[config.mk]
export PLATFORM = sky130hd
export DESIGN_NAME = hdmi_cfg_sequencer
export DESIGN_NICKNAME = d
export VERILOG_FILES = /design/src/rtl/hdmi_cfg_pkg.sv /design/src/rtl/hdmi_cfg_rom.sv /design/src/rtl/hdmi_cfg_sequencer.sv
export SDC_FILE = /design/constraint.sdc
export NUM_CORES = 1
export LEC_CHECK = 0
export BUFFER_PORTS_ARGS = -buffer_cell sky130_fd_sc_hd__buf_2
export CAP_MARGIN = 30
export CORE_ASPECT_RATIO = 1.75
export CORE_MARGIN = 2
export CORE_UTILIZATION = 29
export CTS_BUF_LIST = sky130_fd_sc_hd__clkbuf_4 sky130_fd_sc_hd__clkbuf_8 sky130_fd_sc_hd__clkbuf_16
export DETAILED_ROUTE_END_ITERATION = 10
export PLACE_DENSITY = 0.46
export SYNTH_ARGS = -nofsm -noshare
export SYNTH_HDL_FRONTEND = slang
export SYNTH_SLANG_ARGS = --single-unit
[constraint.sdc]
create_clock -name CLK -period 8.2 [get_ports CLK]
set_input_delay 1.64 -clock CLK [delete_from_list [all_inputs] [get_ports CLK]]
set_output_delay 1.64 -clock CLK [all_outputs]
set_load 0.05 [all_outputs]
[src/rtl/hdmi_cfg_pkg.sv]
// Shared types and constants for the HDMI transmitter configuration sequencer.
package hdmi_cfg_pkg;

  typedef enum logic [3:0] {
    BOOT,
    LOAD,
    GO_HI,
    GO_LO,
    WAIT_BUSY,
    WAIT_DONE,
    CHECK,
    DONE,
    ERROR
  } state_t;

  localparam logic [7:0] BYTE_NUM     = 8'd2;
  localparam int         WDOG_PERIODS = 64;

endpackage

[src/rtl/hdmi_cfg_rom.sv]
// Register/value table for the HDMI transmitter; entries at or beyond LUT_SIZE read as zero.
module hdmi_cfg_rom #(
  parameter int LUT_SIZE = 31
) (
  input  logic [7:0]  idx,
  output logic [15:0] data
);

  always_comb begin
    data = '0;
    if (32'(idx) < LUT_SIZE) begin
      case (idx)
        8'd0:    data = 16'h9803;
        8'd1:    data = 16'h9AE0;
        8'd2:    data = 16'h9C30;
        8'd3:    data = 16'h9D61;
        8'd4:    data = 16'hA2A4;
        8'd5:    data = 16'hA3A4;
        8'd6:    data = 16'hE0D0;
        8'd7:    data = 16'hF900;
        8'd8:    data = 16'h4110;
        8'd9:    data = 16'h1500;
        8'd10:   data = 16'h1630;
        8'd11:   data = 16'h1702;
        8'd12:   data = 16'h1846;
        8'd13:   data = 16'hAF06;
        8'd14:   data = 16'h4080;
        8'd15:   data = 16'h4C04;
        8'd16:   data = 16'h5510;
        8'd17:   data = 16'h5608;
        8'd18:   data = 16'h9620;
        8'd19:   data = 16'hD03C;
        8'd20:   data = 16'hBA60;
        8'd21:   data = 16'hDE82;
        8'd22:   data = 16'hE4C0;
        8'd23:   data = 16'hE580;
        8'd24:   data = 16'h9403;
        8'd25:   data = 16'h9580;
        8'd26:   data = 16'hD6C0;
        8'd27:   data = 16'h3B80;
        8'd28:   data = 16'h3C00;
        8'd29:   data = 16'h4A80;
        8'd30:   data = 16'h4B00;
        default: data = '0;
      endcase
    end
  end

endmodule

[src/rtl/hdmi_cfg_sequencer.sv]
// Boot-time I2C register loader for an HDMI transmitter with per-entry retry and watchdog.
// Optional HDMI_CFG_HPD_EN: a hot-plug rising edge re-runs the whole table after DONE/ERROR.
module hdmi_cfg_sequencer
  import hdmi_cfg_pkg::*;
#(
  parameter int         CLK_FREQ   = 50_000_000,
  parameter int         I2C_FREQ   = 20_000,
  parameter int         LUT_SIZE   = 31,
  parameter logic [7:0] SLAVE_ADDR = 8'h72,
  parameter int         MAX_RETRY  = 3,
  parameter int         BOOT_DLY   = 1_000_000
) (
  input  logic        CLK,
  input  logic        RESET_N,
  output logic        I2C_CLK,
  output logic        I2C_GO,
  output logic [15:0] I2C_REG_DATA,
  output logic [7:0]  I2C_SLAVE_ADDR,
  output logic [7:0]  I2C_BYTE_NUM,
  input  logic        I2C_END_OK,
  input  logic        I2C_NACK,
  input  logic        HPD,
  output logic        CFG_DONE,
  output logic        CFG_ERR,
  output logic [7:0]  CFG_IDX
);

  localparam int          HALF_RAW    = CLK_FREQ / (2 * I2C_FREQ);
  localparam int          HALF        = (HALF_RAW > 0) ? HALF_RAW : 1;
  localparam logic [31:0] HALF_LAST   = 32'(HALF - 1);
  localparam logic [31:0] GO_LAST     = 32'(4 * HALF - 1);
  localparam logic [31:0] WDOG_LAST   = 32'(WDOG_PERIODS * 2 * HALF - 1);
  localparam logic [31:0] BOOT_CYCLES = 32'(BOOT_DLY);
  localparam int          RW          = (MAX_RETRY > 0) ? $clog2(MAX_RETRY + 1) : 1;
  localparam logic [RW-1:0] RETRY_MAX = RW'(MAX_RETRY);
  localparam logic [7:0]  LUT_END     = 8'(LUT_SIZE);

  assign I2C_SLAVE_ADDR = SLAVE_ADDR;
  assign I2C_BYTE_NUM   = BYTE_NUM;

  logic [31:0] div_cnt;

  always_ff @(posedge CLK or negedge RESET_N) begin
    if (!RESET_N) begin
      div_cnt <= '0;
      I2C_CLK <= 1'b0;
    end else if (div_cnt == HALF_LAST) begin
      div_cnt <= '0;
      I2C_CLK <= ~I2C_CLK;
    end else begin
      div_cnt <= div_cnt + 32'd1;
    end
  end

  logic [1:0] end_ok_sync;
  logic [1:0] nack_sync;
  logic       end_ok_s;
  logic       nack_s;

  always_ff @(posedge CLK or negedge RESET_N) begin
    if (!RESET_N) begin
      end_ok_sync <= '0;
      nack_sync   <= '0;
    end else begin
      end_ok_sync <= {end_ok_sync[0], I2C_END_OK};
      nack_sync   <= {nack_sync[0], I2C_NACK};
    end
  end

  assign end_ok_s = end_ok_sync[1];
  assign nack_s   = nack_sync[1];

`ifdef HDMI_CFG_HPD_EN
  logic [2:0] hpd_sync;
  logic       hpd_rise;

  always_ff @(posedge CLK or negedge RESET_N) begin
    if (!RESET_N) hpd_sync <= '0;
    else          hpd_sync <= {hpd_sync[1:0], HPD};
  end

  assign hpd_rise = hpd_sync[1] & ~hpd_sync[2];
`else
  logic unused_hpd;
  assign unused_hpd = HPD;
`endif

  logic [15:0] rom_data;

  hdmi_cfg_rom #(.LUT_SIZE(LUT_SIZE)) u_rom (
    .idx  (CFG_IDX),
    .data (rom_data)
  );

  state_t        state;
  logic [31:0]   cnt;
  logic [RW-1:0] retry_cnt;
  logic          retrying;
  logic          nack_seen;
`ifdef HDMI_CFG_HPD_EN
  logic          hpd_pend;
`endif

  // cnt is shared: boot delay, GO high time, then watchdog across both wait states.
  always_ff @(posedge CLK or negedge RESET_N) begin
    if (!RESET_N) begin
      state        <= BOOT;
      cnt          <= '0;
      retry_cnt    <= '0;
      retrying     <= 1'b0;
      nack_seen    <= 1'b0;
      I2C_GO       <= 1'b0;
      I2C_REG_DATA <= '0;
      CFG_DONE     <= 1'b0;
      CFG_ERR      <= 1'b0;
      CFG_IDX      <= '0;
`ifdef HDMI_CFG_HPD_EN
      hpd_pend     <= 1'b0;
`endif
    end else begin
`ifdef HDMI_CFG_HPD_EN
      if (hpd_rise && state != DONE && state != ERROR) hpd_pend <= 1'b1;
`endif
      case (state)
        BOOT: begin
          CFG_IDX <= '0;
          if (cnt + 32'd1 >= BOOT_CYCLES) begin
            cnt   <= '0;
            state <= LOAD;
          end else begin
            cnt <= cnt + 32'd1;
          end
        end
        LOAD: begin
          I2C_REG_DATA <= rom_data;
          if (!retrying) retry_cnt <= '0;
          retrying <= 1'b0;
          cnt      <= '0;
          I2C_GO   <= 1'b1;
          state    <= GO_HI;
        end
        GO_HI: begin
          if (cnt == GO_LAST) begin
            cnt    <= '0;
            I2C_GO <= 1'b0;
            state  <= GO_LO;
          end else begin
            cnt <= cnt + 32'd1;
          end
        end
        GO_LO: begin
          I2C_GO <= 1'b0;
          cnt    <= '0;
          state  <= WAIT_BUSY;
        end
        WAIT_BUSY: begin
          if (cnt == WDOG_LAST) begin
            nack_seen <= 1'b1;
            state     <= CHECK;
          end else begin
            cnt <= cnt + 32'd1;
            if (!end_ok_s) state <= WAIT_DONE;
          end
        end
        WAIT_DONE: begin
          if (end_ok_s) begin
            nack_seen <= nack_s;
            state     <= CHECK;
          end else if (cnt == WDOG_LAST) begin
            nack_seen <= 1'b1;
            state     <= CHECK;
          end else begin
            cnt <= cnt + 32'd1;
          end
        end
        CHECK: begin
          if (!nack_seen) begin
            if (CFG_IDX + 8'd1 >= LUT_END) begin
              CFG_IDX  <= LUT_END;
              CFG_DONE <= 1'b1;
              state    <= DONE;
            end else begin
              CFG_IDX <= CFG_IDX + 8'd1;
              state   <= LOAD;
            end
          end else if (retry_cnt < RETRY_MAX) begin
            retry_cnt <= retry_cnt + 1'b1;
            retrying  <= 1'b1;
            state     <= LOAD;
          end else begin
            CFG_ERR <= 1'b1;
            state   <= ERROR;
          end
        end
        DONE: begin
          CFG_DONE <= 1'b1;
`ifdef HDMI_CFG_HPD_EN
          if (hpd_rise || hpd_pend) begin
            hpd_pend <= 1'b0;
            CFG_DONE <= 1'b0;
            CFG_IDX  <= '0;
            cnt      <= '0;
            state    <= BOOT;
          end
`endif
        end
        ERROR: begin
          CFG_ERR <= 1'b1;
`ifdef HDMI_CFG_HPD_EN
          if (hpd_rise || hpd_pend) begin
            hpd_pend <= 1'b0;
            CFG_ERR  <= 1'b0;
            CFG_IDX  <= '0;
            cnt      <= '0;
            state    <= BOOT;
          end
`endif
        end
        default: begin
          I2C_GO <= 1'b0;
          state  <= BOOT;
        end
      endcase
    end
  end

endmodule

# After elaboration in Yosys (flattened, before gate mapping)
# Memories as Yosys holds them, arrays and structs flattened.
# Cells that the tools add are included.
word_totals:
  reg_bits: 104
  memories: 1
  output_inout_bits: 44
  romBits: 512
  input_bits: 5
  elab_cells: 106
mem_list:
  columns: ["name", "words", "width", "rd", "rd_clocked_by_memory_dff", "write_ports", "line_no", "text"]
  rows:
  - ["(no name shown)", 32, 16, 1, 0, 0, "hdmi_cfg_rom.sv:12", "case (idx)"]
classes:
  order_cmp: 4
  addsub: 4
  n_bitwise: 3
  reduce_logical: 19
  n_eq_ne: 22
  mux: 39
ops:
  columns: ["operator", "count"]
  rows:
  - ["$mux W32", 5]
  - ["$pmux W32 S5", 1]
  - ["$add A32 B1 Y32 const B", 2]
  - ["$eq A32 B11 Y1 const B", 1]
  - ["$eq A32 B13 Y1 const B", 1]
  - ["$eq A32 B18 Y1 const B", 1]
  - ["$ge A32 B20 Y1 const B", 1]
  - ["$mux W16", 2]
  - ["$mux W4", 8]
  - ["$pmux W4 S8", 1]
  - ["$ne A2 B2 Y1 const B", 9]
  - ["$eq A4 B3 Y1 const B", 4]
  - ["$mux W8", 2]
  - ["$pmux W8 S2", 1]
  - ["$reduce_bool A2 Y1", 5]
  - ["$mux W1", 9]
  - ["$reduce_and A3 Y1", 3]
  - ["$add A8 B1 Y8 const B", 1]
  - ["$eq A4 B2 Y1 const B", 2]
  - ["$ge A8 B5 Y1 const B", 1]
  - ["$lt A8 B5 Y1 const B", 1]
  - ["$pmux W1 S2", 4]
  - ["$mux W2", 3]
  - ["$ne A3 B3 Y1 const B", 2]
  - ["other kinds (16)", 21]

# Depth between registers and ports, before layout
# Gate-level depths: netlist of the first run.
logic_depth:
  word_depth: 5
  ltp_mapped: 12
  depth_no_buf: 10

# Modules after synthesis
# A second synthesis of the first run with hierarchy kept.
hier_totals:
  cells_unflattened: 746
  hier_area_um2: 6819.0
by_module_without_submodules:
  columns: ["mod", "area_per_inst_um2", "seq_area_each_um2", "n_inst", "cells_per_inst"]
  rows:
  - ["hdmi_cfg_sequencer", 5995.8, 2602.5, 1, 631]
  - ["hdmi_cfg_rom", 823.3, 0.0, 1, 115]

# Least setup slack after synthesis of the first run
# No wires, ideal clock.
synth_timing:
  path_kind: "register to register"
  from: "register cnt[0]"
  to: "register cnt[27]"
  t_required_ns: 8.108
  n_path_buf: 2
  setup_time_ns: 0.092
  t_arrival_ns: 2.681
  period_less_slack_ns: 2.773
  path_stages_with_launch: 13
  slack_ns: 5.427
  path_cell_list: "dfrtp_1 > ha_1 > and4_1 > buf_2 > nand4_2 > nor4_1 > xor2_1 > a211oi_1 > o211ai_2 > a211oi_2 > buf_2 > nand2_1 > o31ai_2"
synth_via:
  elab_chain_len: 4
  elab_cells_between_ends: 9
  classes_between: "1 x add/sub; 1 x order compare; 2 x eq/ne; 5 x mux"
synth_lines:
  columns: ["element", "line_no", "text"]
  rows:
  - ["start: declaration", "hdmi_cfg_sequencer.sv:96", "logic [31:0] cnt;"]
  - ["start signal: assignment", "hdmi_cfg_sequencer.sv:131", "cnt <= cnt + 32'd1;"]
  - ["start signal: assignment", "hdmi_cfg_sequencer.sv:148", "cnt <= cnt + 32'd1;"]
  - ["start signal: assignment", "hdmi_cfg_sequencer.sv:161", "cnt <= cnt + 32'd1;"]
  - ["$add A32 B1 Y32 or $eq A32 B18 Y1 (tied branches)", null, null]
  - ["$ge A32 B20 Y1 or $mux W32 (tied branches)", "hdmi_cfg_sequencer.sv:127, hdmi_cfg_sequencer.sv:157, hdmi_cfg_sequencer.sv:169", null]
  - ["$mux W32 (on tied branches)", "hdmi_cfg_sequencer.sv:127, hdmi_cfg_sequencer.sv:166", null]
  - ["$pmux W32 S5 *", "hdmi_cfg_sequencer.sv:124", "case (state)"]
# Every way passes the cells marked *; elsewhere a longest branch is shown, timed or not. The select of a mux whose other input is x is not followed.
# A chain may end at the register's enable or synchronous reset.

# Worst setup path after layout of the first run
# Same ends and word-level chain as after synthesis.

==> results.py, run 1 <==
metrics = {
    "outcome": {
        "status": "finished, final reports clean",
    },
    "timing": {
        "final_max_slew_viol_count": 0,
        "setup_viol": 0,
        "relSlewSlack": 0.425,
        "worst_slew_pin_slew_ns": 0.862,
        "setup_tns_ns": 0,
        "fmax_mhz": 285,
        "finalHoldViolCount": 0,
        "period_share": 0.428,
        "rsz0062_at_grt": "no",
        "clock_skew_ns": 0.0142,
        "min_period_ns": 3.51,
    },
    "floorplan": {
        "initial_core_util": 0.293,
        "rows": 72,
        "die_x_um": 116,
        "io_pins": 49,
        "die_y_um": 201,
        "core_area_um2": 21900,
        "die-area_um2": 23400,
    },
    "clocking": {
        "cts_buffer_depth": 2,
        "cts.htree.levels": 3,
        "cts_hold_buf": 0,
        "post-cts-setup-buffers": 0,
        "clock_sinks": 104,
        "clk_latency_ns": 0.36,
        "cts_resized": 0,
        "cts_buffers": 9,
        "clk_pin_slew_ns": 0.08,
        "root_buffer": "clkbuf_16",
        "cts_tree": "done",
    },
    "drt": {
        "detail-route-antenna-nets": 0,
        "wirelength_mm": 17.3,
        "drtIter0Drc": 373,
        "wl_per_cell_um": 16.8,
        "drc": 0,
        "viasPerCell": 5.38,
        "vias": 5553,
        "drt-pass1-iter-count": 6,
    },
    "logic_synthesis": {
        "synth-main-ff-cell": "dfrtp_1",
        "synth_top_area_frac": 0.406,
        "syn_area_per_cell_um2": 8.76,
        "synthCells": 732,
        "yosysSeqAreaShare": 0.406,
        "yosys_warnings": 0,
        "synth_area_leader_cell": "dfrtp_1",
        "synth.distinct_cells": 69,
        "yosys-top-cells-area": "dfrtp_1, nand2_1, xnor2_1",
        "ys_seq_elements": 104,
        "synth-edff-count": 0,
        "syn_area_um2": 6410,
        "async_flop_share": 1.00,
    },
    "cells_and_area": {
        "ff_latch_area_um2": 2600,
        "nFillCells": 2300,
        "area_delta_synth_final_pct": 9.66,
        "n_antenna_cell": 0,
        "drive_above_1_share": 0.0992,
        "final_nets": 750,
        "stdcell_area_um2": 7030,
        "fin_util": 0.321,
        "fin_cells": 1032,
        "multi_input_area_um2": 3460,
    },
    "worst_setup_path": {
        "critPathMaxStageDelay_ns": 0.63,
        "crit_path_end_kind": "flop",
        "critical_path_depth": 11,
        "crit_fanout": 30,
        "r2r_cells": 11,
        "crit_type": "flop to flop",
        "cp.buffers_inverters": 1,
        "cp.arrival_ns": 3.78,
        "critPathLaunchType": "flop",
        "cp_cell_sequence": "ha_1, nand4_2, nor4_4, and3_1, o211ai_1, a211oi_1, o211ai_2, a211oi_2, buf_4, nand2_1, o31ai_2",
        "critPathSlowestCell": "nor4_4",
        "critical_path_required_ns": 8.48,
        "crit_family": "simple AND/OR/NAND/NOR gates",
    },
    "power_and_ir_drop": {
        "comb_power_share": 0.028,
        "power.density_nw_per_um2": 142,
        "p_sw_uw": 236,
        "pwr-share-seq": 0.515,
        "pwr-share-clk": 0.457,
        "p_sw_frac": 0.236,
        "p_leak_uw": 0.00313,
        "p_int_uw": 761,
        "irDropWorstVdd_v": 0.0000827,
    },
    "placement": {
        "hpwl_mm": 12.4,
        "gp_congestion": 0.857,
        "dpl-instance-area_um2": 6720,
        "port_buffers": 31,
        "placed_cells": 1015,
    },
    "global_routing": {
        "grt-ovfl-total": 0,
        "gr-usage-all-layers": 0.154,
        "grt_max_degree": 58,
        "antenna_found_initial": 0,
        "first_global_vias": 5570,
        "grt_pass1_wl_mm": 28.8,
    },
    "hold_path": {
        "hold_class": "flop to flop",
        "holdPathStages": 0,
    },
    "flow_run": {
        "maxCapViolCount": 0,
    },
}
## worst reg2reg max path, stage by stage, from the launching register on
cell and delay [ns]:
dfrtp_1 0.41, ha_1 0.29, nand4_2 0.23, nor4_4 0.63, and3_1 0.25, o211ai_1 0.11, a211oi_1 0.29, o211ai_2 0.25
a211oi_2 0.22, buf_4 0.36, nand2_1 0.18, o31ai_2 0.19
## final timing paths
kind,start,endpoint,slack (ns)
min,nack_sync[0],nack_sync[1],0.35
max,cnt[0],cnt[27],4.69
min in group asynchronous,RESET_N,I2C_REG_DATA[13],1.30
max reg2reg,cnt[0],cnt[27],4.69
max in group asynchronous,RESET_N,div_cnt[8],5.71
min reg2reg,nack_sync[0],nack_sync[1],0.35
## through the flow
step | setup slack, ns | hold WS, ns | power [uW]
after floorplan | 5.43 | 0.331 | 546
after global placement | 4.67 | 0.341 | 552
after detailed placement | 4.68 | 0.340 | 553
after CTS | 4.65 | 0.357 | 1010
after global routing | 4.34 | 0.372 | 1040
final | 4.69 | 0.352 | 997
## kinds of logic after synthesis
logic type / Yosys count / synth area share
fa+ha+maj: 14 / 0.0273
buf+inv: 86 / 0.0634
mux: 13 / 0.0224
xor+xnor: 37 / 0.0505
compound gates: 192 / 0.196
other cells: 2 / 0.00117
flops: 104 / 0.406
simple gates: 284 / 0.233
## power by group through the flow
stage / Clock, uW / Sequential, uW / Combinational [uW]
floorplan: 0 / 524 / 22.0
global placement: 0 / 524 / 28.0
detailed placement: 0 / 524 / 28.4
CTS: 472 / 514 / 28.4
global route: 494 / 514 / 30.5
finish: 456 / 514 / 27.5
## registers in the layout, indices dropped and copies added, names as in the netlist
| register | count |
|---|---|
| nack_sync | 2 |
| nack_seen | 1 |
| I2C_CLK | 1 |
| cnt | 32 |
| CFG_IDX | 8 |
| end_ok_sync | 2 |
| CFG_ERR | 1 |
| I2C_REG_DATA | 16 |
| I2C_GO | 1 |
| CFG_DONE | 1 |
| div_cnt | 32 |
| state | 4 |
| retry_cnt | 2 |
| retrying | 1 |
## cell type report
class	instances	area share
clock inverter	5	0.00890
clock buffer	11	0.0342
tap	296	0.0527
timing repair buffer	39	0.0306
sequential	104	0.370
inverter	21	0.0112
multi-input combinational	556	0.492
## synth_stat cells (all sizes together), types with 14 or more instances
library cell  instances
dfrtp               104
nand2                71
nor2                 53
a21oi                47
o21ai                47
nand3                37
buf                  35
nand4                31
clkbuf               30
xnor2                29
a31oi                27
inv                  20
and3                 17
nor4                 15
ha                   14
## layer usage
| layer | part of all wire | GRT usage | up-vias |
|---|---|---|---|
| met2 | 0.56 | 0.291 | 149 |
| li1 | - | - | 2651 |
| met3 | 0.030 | 0.0199 | 30 |
| met1 | 0.38 | 0.165 | 2723 |
| met5 | 0 | 0 | - |
| met4 | 0.029 | 0.0676 | 0 |
## placed cells by master (no fill, tap or decap), types with 8 or more instances in the layout
cell       instances
nand4_1           28
a31oi_1           27
and3_1            17
conb_1            16
buf_2             31
a22o_1            12
dfrtp_1          104
nor2_1            53
inv_1             19
ha_1              14
and4_1            11
xnor2_1           29
mux2i_1           11
nand2_1           71
a21oi_1           47
nand3_1           37
nor4_1            13
nor3_1             8
xor2_1             8
o21ai_0           44
buf_4              8
clkbuf_16          9
No activity file was read; power rests on OpenSTA's default activity.
==> run 2, diff against run 1 <==
--- a/config.mk
+++ b/config.mk
@@ -5,6 +5,7 @@
 export SDC_FILE = /design/constraint.sdc
 export NUM_CORES = 1
 export LEC_CHECK = 0
+export ABC_AREA = 1
 export BUFFER_PORTS_ARGS = -buffer_cell sky130_fd_sc_hd__buf_2
 export CAP_MARGIN = 30
 export CORE_ASPECT_RATIO = 1.75
==> constraint.sdc (replaced) <==
create_clock -name CLK -period 3.25 [get_ports CLK]
set_input_delay 0.65 -clock CLK [delete_from_list [all_inputs] [get_ports CLK]]
set_output_delay 0.65 -clock CLK [all_outputs]
set_load 0.05 [all_outputs]
==> results.py, run 2 <==
metrics = {
    "worst_setup_path": {
        "cp.arrival_ns": 2.93,
        "crit_path_end_kind": "flop",
        "critical_path_required_ns": 3.50,
        "crit_type": "flop to flop",
        "critPathLaunchType": "flop",
        "crit_fanout": 15,
    },
    "floorplan": {
        "die_y_um": 208,
        "initial_core_util": 0.296,
        "core_area_um2": 23400,
        "die_x_um": 121,
        "die-area_um2": 25200,
        "rows": 74,
        "io_pins": 49,
    },
    "timing": {
        "min_period_ns": 2.68,
        "setup_slack_ns": 0.575,
        "finalHoldViolCount": 0,
        "clock_skew_ns": 0.0109,
        "fmax_mhz": 374,
        "relSlewSlack": 0.489,
        "holdWs_ns": 0.338,
        "final_max_slew_viol_count": 0,
        "period_share": 0.823,
        "rsz0062_at_grt": "no",
        "setup_viol": 0,
        "worst_slew_pin_slew_ns": 0.766,
        "setup_tns_ns": 0,
    },
    "clocking": {
        "post-cts-setup-buffers": 0,
        "cts_buffer_depth": 2,
        "clock_sinks": 104,
        "clk_latency_ns": 0.37,
        "root_buffer": "clkbuf_16",
        "cts_tree": "done",
        "cts_hold_buf": 0,
        "cts.htree.levels": 3,
        "cts_resized": 0,
        "cts_buffers": 9,
        "clk_pin_slew_ns": 0.08,
    },
    "logic_synthesis": {
        "synth-edff-count": 0,
        "syn_area_um2": 6930,
        "synth.most_common_cell": "nand2_1",
        "synth_area_leader_cell": "dfrtp_1",
        "syn_area_per_cell_um2": 7.11,
        "synth_top_area_frac": 0.376,
        "ys_seq_elements": 104,
        "synth-main-ff-cell": "dfrtp_1",
        "synth_common_cells": "nand2_1, inv_1, nor2_1, dfrtp_1, o21ai_0",
        "yosys-top-cells-area": "dfrtp_1, nand2_1, inv_1",
        "yosysSeqAreaShare": 0.376,
        "synthCells": 975,
        "async_flop_share": 1.00,
        "synth.distinct_cells": 41,
        "yosys_warnings": 0,
    },
    "global_routing": {
        "first_global_vias": 6593,
        "grt-ovfl-total": 0,
        "grt_pass1_wl_mm": 34.1,
        "gr-usage-all-layers": 0.174,
        "grt_max_degree": 54,
        "antenna_found_initial": 0,
    },
    "power_and_ir_drop": {
        "power.density_nw_per_um2": 321,
        "p_leak_uw": 0.00362,
        "irDropWorstVdd_v": 0.000201,
        "total_power_uw": 2470,
    },
    "drt": {
        "viasPerCell": 4.82,
        "drtIter0Drc": 262,
        "drc": 0,
        "vias": 6354,
        "detail-route-antenna-nets": 0,
        "wirelength_mm": 20.9,
        "wl_per_cell_um": 15.9,
        "drt-pass1-iter-count": 5,
    },
    "flow_run": {
        "maxCapViolCount": 0,
    },
    "cells_and_area": {
        "reg_top3": "cnt x32, div_cnt x32, I2C_REG_DATA x16",
        "drive_above_1_share": 0.113,
        "n_antenna_cell": 0,
        "final_nets": 1030,
        "final_common_cell": "nand2_1",
        "area_delta_synth_final_pct": 11.1,
        "nFillCells": 2552,
        "final_cell_mix": "nand2_1, inv_1, nor2_1",
        "fin_util": 0.329,
    },
    "placement": {
        "port_buffers": 31,
        "gp_congestion": 0.923,
        "hpwl_mm": 16.1,
        "dpl_worst_slack_ns": 0.545,
    },
    "hold_path": {
        "hold_class": "input pin to async pin",
    },
    "outcome": {
        "status": "finished, final reports clean",
    },
}
[run 2: changes by cell type after synthesis, sizes merged, moves of 24 or more]
cell	change
nand2	+199
inv	+107
nor2	+80
a21oi	-31
o21ai	+27
xnor2	-24
[run 2: power breakdown]
group	internal, uW	total, uW	switching, uW	leakage, uW
sequential	1300	1300	0.847	0.00142
combinational	4.90	72.7	67.8	0.00208
clock	545	1100	557	0.000132
total	1840	2470	625	0.00362
[run 2: final cells by class]
type | count | area (um2) | share of cell area
Clock buffer | 10 | 239 | 0.0310
Inverter | 129 | 484 | 0.0629
Multi-Input combinational cell | 722 | 3670 | 0.477
Clock inverter | 5 | 41.3 | 0.00536
Sequential cell | 104 | 2600 | 0.338
Timing Repair Buffer | 45 | 275 | 0.0358
Tap cell | 304 | 380 | 0.0494
[run 2: through the flow]
stage | cell area [um2] | instances
after floorplan | 6980 | 989
after global routing | 7700 | 1319
after CTS | 7700 | 1319
after global placement | 7420 | 1304
after detailed placement | 7420 | 1304
final | 7700 | 1319
[run 2: per-layer routing]
layer / GRT usage / up-vias / share of wire
li1: - / 3206 / -
met1: 0.175 / 2947 / 0.36
met2: 0.337 / 148 / 0.56
met3: 0.0255 / 53 / 0.031
met4: 0.0870 / 0 / 0.044
met5: 0 / - / 0
[run 2: worst max-delay path: stages (launching register included)]
cell	delay [ns]
dfrtp_1	0.47
ha_1	0.24
inv_1	0.07
nor3_1	0.18
nand3_1	0.23
o21ai_0	0.50
nand2_1	0.28
nand2_1	0.13
buf_4	0.24
nor2_1	0.08
nand2_2	0.06
o21ai_1	0.07
[run 2: path summary, 6_finish.rpt]
path | startpoint | end | slack, ns | cells past startpoint
worst max-delay path | cnt[0] | cnt[28] | 0.57 | 11
worst min-delay path | RESET_N | div_cnt[19] | 0.34 | 1
worst max register to register | cnt[0] | cnt[28] | 0.57 | 11
worst min register to register | end_ok_sync[0] | end_ok_sync[1] | 0.36 | 0
max in group asynchronous | RESET_N | CFG_IDX[2] | 2.12 | 2
min in group CLK | end_ok_sync[0] | end_ok_sync[1] | 0.36 | 0
[run 2: cell families (layout without fill, tap and decap cells)]
family                     after synthesis  after routing  share of synthesized area
DFF                                    104            104                      0.376
buffers and inverters                  163            189                      0.102
xor gates and xnor gates                29             29                     0.0367
muxes                                    1              1                    0.00144
other                                    2             16                    0.00108
adders and majority gates               14             14                     0.0253
AOI/OAI and AO/OA                      120            120                      0.100
and+or+nand+nor                        542            542                      0.357
==> run 3, diff against run 2 <==
==> constraint.sdc (replaced) <==
create_clock -name CLK -period 2.7 [get_ports CLK]
set_input_delay 0.54 -clock CLK [delete_from_list [all_inputs] [get_ports CLK]]
set_output_delay 0.54 -clock CLK [all_outputs]
set_load 0.05 [all_outputs]
==> results.py, run 3 (synthesis results as in run 2) <==
metrics = {
    "worst_setup_path": {
        "crit_type": "flop to flop",
        "ff2ff_setup_slack_ns": 0.27,
        "cp.arrival_ns": 2.69,
        "crit_fanout": 4,
        "worstReg2RegEnd": "div_cnt[26]",
        "critPathMaxStageDelay_ns": 0.42,
        "r2r-start": "div_cnt[0]",
        "r2r_cells": 11,
        "critPathLaunchType": "flop",
        "cp_cell_sequence": "ha_1, nand4_1, or2_2, nor2_1, inv_1, nor4_1, nand2_1, nor2_1, a21oi_1, o21ai_0, inv_1",
        "crit_path_end_kind": "flop",
        "critPathSlowestCell": "nor4_1",
        "critical_path_required_ns": 2.96,
    },
    "drt": {
        "drtIter0Drc": 228,
        "drt-pass1-iter-count": 5,
        "wl_per_cell_um": 15.9,
        "wirelength_mm": 21.3,
        "viasPerCell": 4.79,
        "drc": 0,
        "detail-route-antenna-nets": 0,
        "vias": 6393,
    },
    "timing": {
        "setup_tns_ns": 0,
        "min_period_ns": 2.43,
        "clock_skew_ns": 0.0101,
        "fmax_mhz": 411,
        "relSlewSlack": 0.581,
        "setup_viol": 0,
        "finalHoldViolCount": 0,
        "final_max_slew_viol_count": 0,
        "worst_slew_pin_slew_ns": 0.628,
        "rsz0062_at_grt": "no",
        "period_share": 0.901,
        "setup_slack_ns": 0.267,
    },
    "placement": {
        "placed_cells": 1320,
        "dpl_worst_slack_ns": 0.240,
        "port_buffers": 31,
        "hpwl_mm": 16.5,
        "gp_congestion": 0.887,
    },
    "global_routing": {
        "first_global_vias": 6707,
        "grt_pass1_wl_mm": 34.9,
        "grt_max_degree": 61,
        "gr-usage-all-layers": 0.180,
        "grt-ovfl-total": 0,
        "antenna_found_initial": 0,
    },
    "clocking": {
        "cts_buffer_depth": 2,
        "clk_latency_ns": 0.38,
        "cts_buffers": 9,
        "clock_sinks": 104,
        "clk_pin_slew_ns": 0.07,
        "root_buffer": "clkbuf_16",
        "cts_tree": "done",
        "cts.htree.levels": 3,
        "cts_hold_buf": 0,
    },
    "power_and_ir_drop": {
        "pwr-share-seq": 0.511,
        "p_int_uw": 2310,
        "irDropWorstVdd_v": 0.000308,
        "p_sw_frac": 0.243,
        "p_sw_uw": 742,
        "pwr-share-clk": 0.461,
        "comb_power_share": 0.029,
        "power.density_nw_per_um2": 389,
        "p_leak_uw": 0.00372,
    },
    "cells_and_area": {
        "fin_util": 0.336,
        "final_nets": 1046,
        "drive_above_1_share": 0.128,
        "final_common_cell": "nand2_1",
        "final_cell_mix": "nand2_1, inv_1, nor2_1",
        "nFillCells": 2547,
        "area_delta_synth_final_pct": 13.5,
        "fin_cells": 1336,
        "n_antenna_cell": 0,
        "reg_top3": "cnt x32, div_cnt x32, I2C_REG_DATA x16",
    },
    "floorplan": {
        "die_y_um": 208,
        "die-area_um2": 25200,
        "die_x_um": 121,
        "core_area_um2": 23400,
        "io_pins": 49,
        "rows": 74,
        "initial_core_util": 0.296,
    },
    "flow_run": {
        "maxCapViolCount": 0,
    },
    "hold_path": {
        "hold_class": "input pin to async pin",
    },
    "outcome": {
        "status": "finished, final reports clean",
    },
}
[run 3: cell count changes in the layout (fill, tap and decap cells not counted), sizes merged]
cell,previous run,this run
buf,45,61
bufinv,0,1
clkinv,3,4
inv,129,128
[run 3: layout make-up]
cell class	count	area (um2)	share of cell area
Sequential cell	104	2600	0.331
Timing Repair Buffer	61	408	0.0519
Clock inverter	6	67.6	0.00859
Multi-Input combinational cell	722	3680	0.468
Inverter	129	484	0.0616
Clock buffer	10	239	0.0304
Tap cell	304	380	0.0484
[run 3: worst max path at each step]
| stage | startpoint | endpoint | slack (ns) | cells after the start |
|---|---|---|---|---|
| after floorplan | CFG_IDX[2] | state[2] | 0.46 | 10 |
| after global placement | cnt[0] | cnt[18] | 0.24 | 15 |
| after detailed placement | cnt[0] | cnt[18] | 0.24 | 15 |
| after CTS | cnt[0] | cnt[7] | 0.21 | 14 |
| after global routing | cnt[0] | cnt[7] | 0.05 | 14 |
| final | div_cnt[0] | div_cnt[26] | 0.27 | 11 |
[run 3: power groups by stage]
stage          clock network [uW]  registers, uW  logic (uW)
3_5_place_dp                    0           1590        90.7
5_1_grt                      1520           1560        97.0
3_3_place_gp                    0           1590        91.3
6_report                     1410           1560        87.1
4_1_cts                      1480           1560        91.0
2_1_floorplan                   0           1590        66.7
[run 3: worst max-delay path, delay by kind of cell, from the launching register on]
family | cells | cell delay, ns
simple gates | 6 | 1.39
flops | 1 | 0.39
fa+ha+maj | 1 | 0.22
compound gates | 2 | 0.16
buf+inv | 2 | 0.15
[run 3: metal layers]
layer | wire (um) | track usage | up-vias
li1 | - | - | 3225
met1 | 7670 | 0.179 | 2992
met2 | 12100 | 0.345 | 126
met3 | 505 | 0.0269 | 50
met4 | 965 | 0.0962 | 0
met5 | 0 | 0 | -
[run 3: repair_timing]
item                       in CTS  in global routing
gates resized for setup         0                  1
setup buffers                   0                  0
setup endpoints to repair       0                  6
[run 3: stage by stage]
stage          instance area [um2]  hold WS, ns  power (uW)
2_1_floorplan                 6980        0.244        1660
3_3_place_gp                  7550        0.334        1680
3_5_place_dp                  7550        0.339        1680
4_1_cts                       7860        0.109        3130
5_1_grt                       7870        0.126        3180
6_report                      7870       0.0993        3060
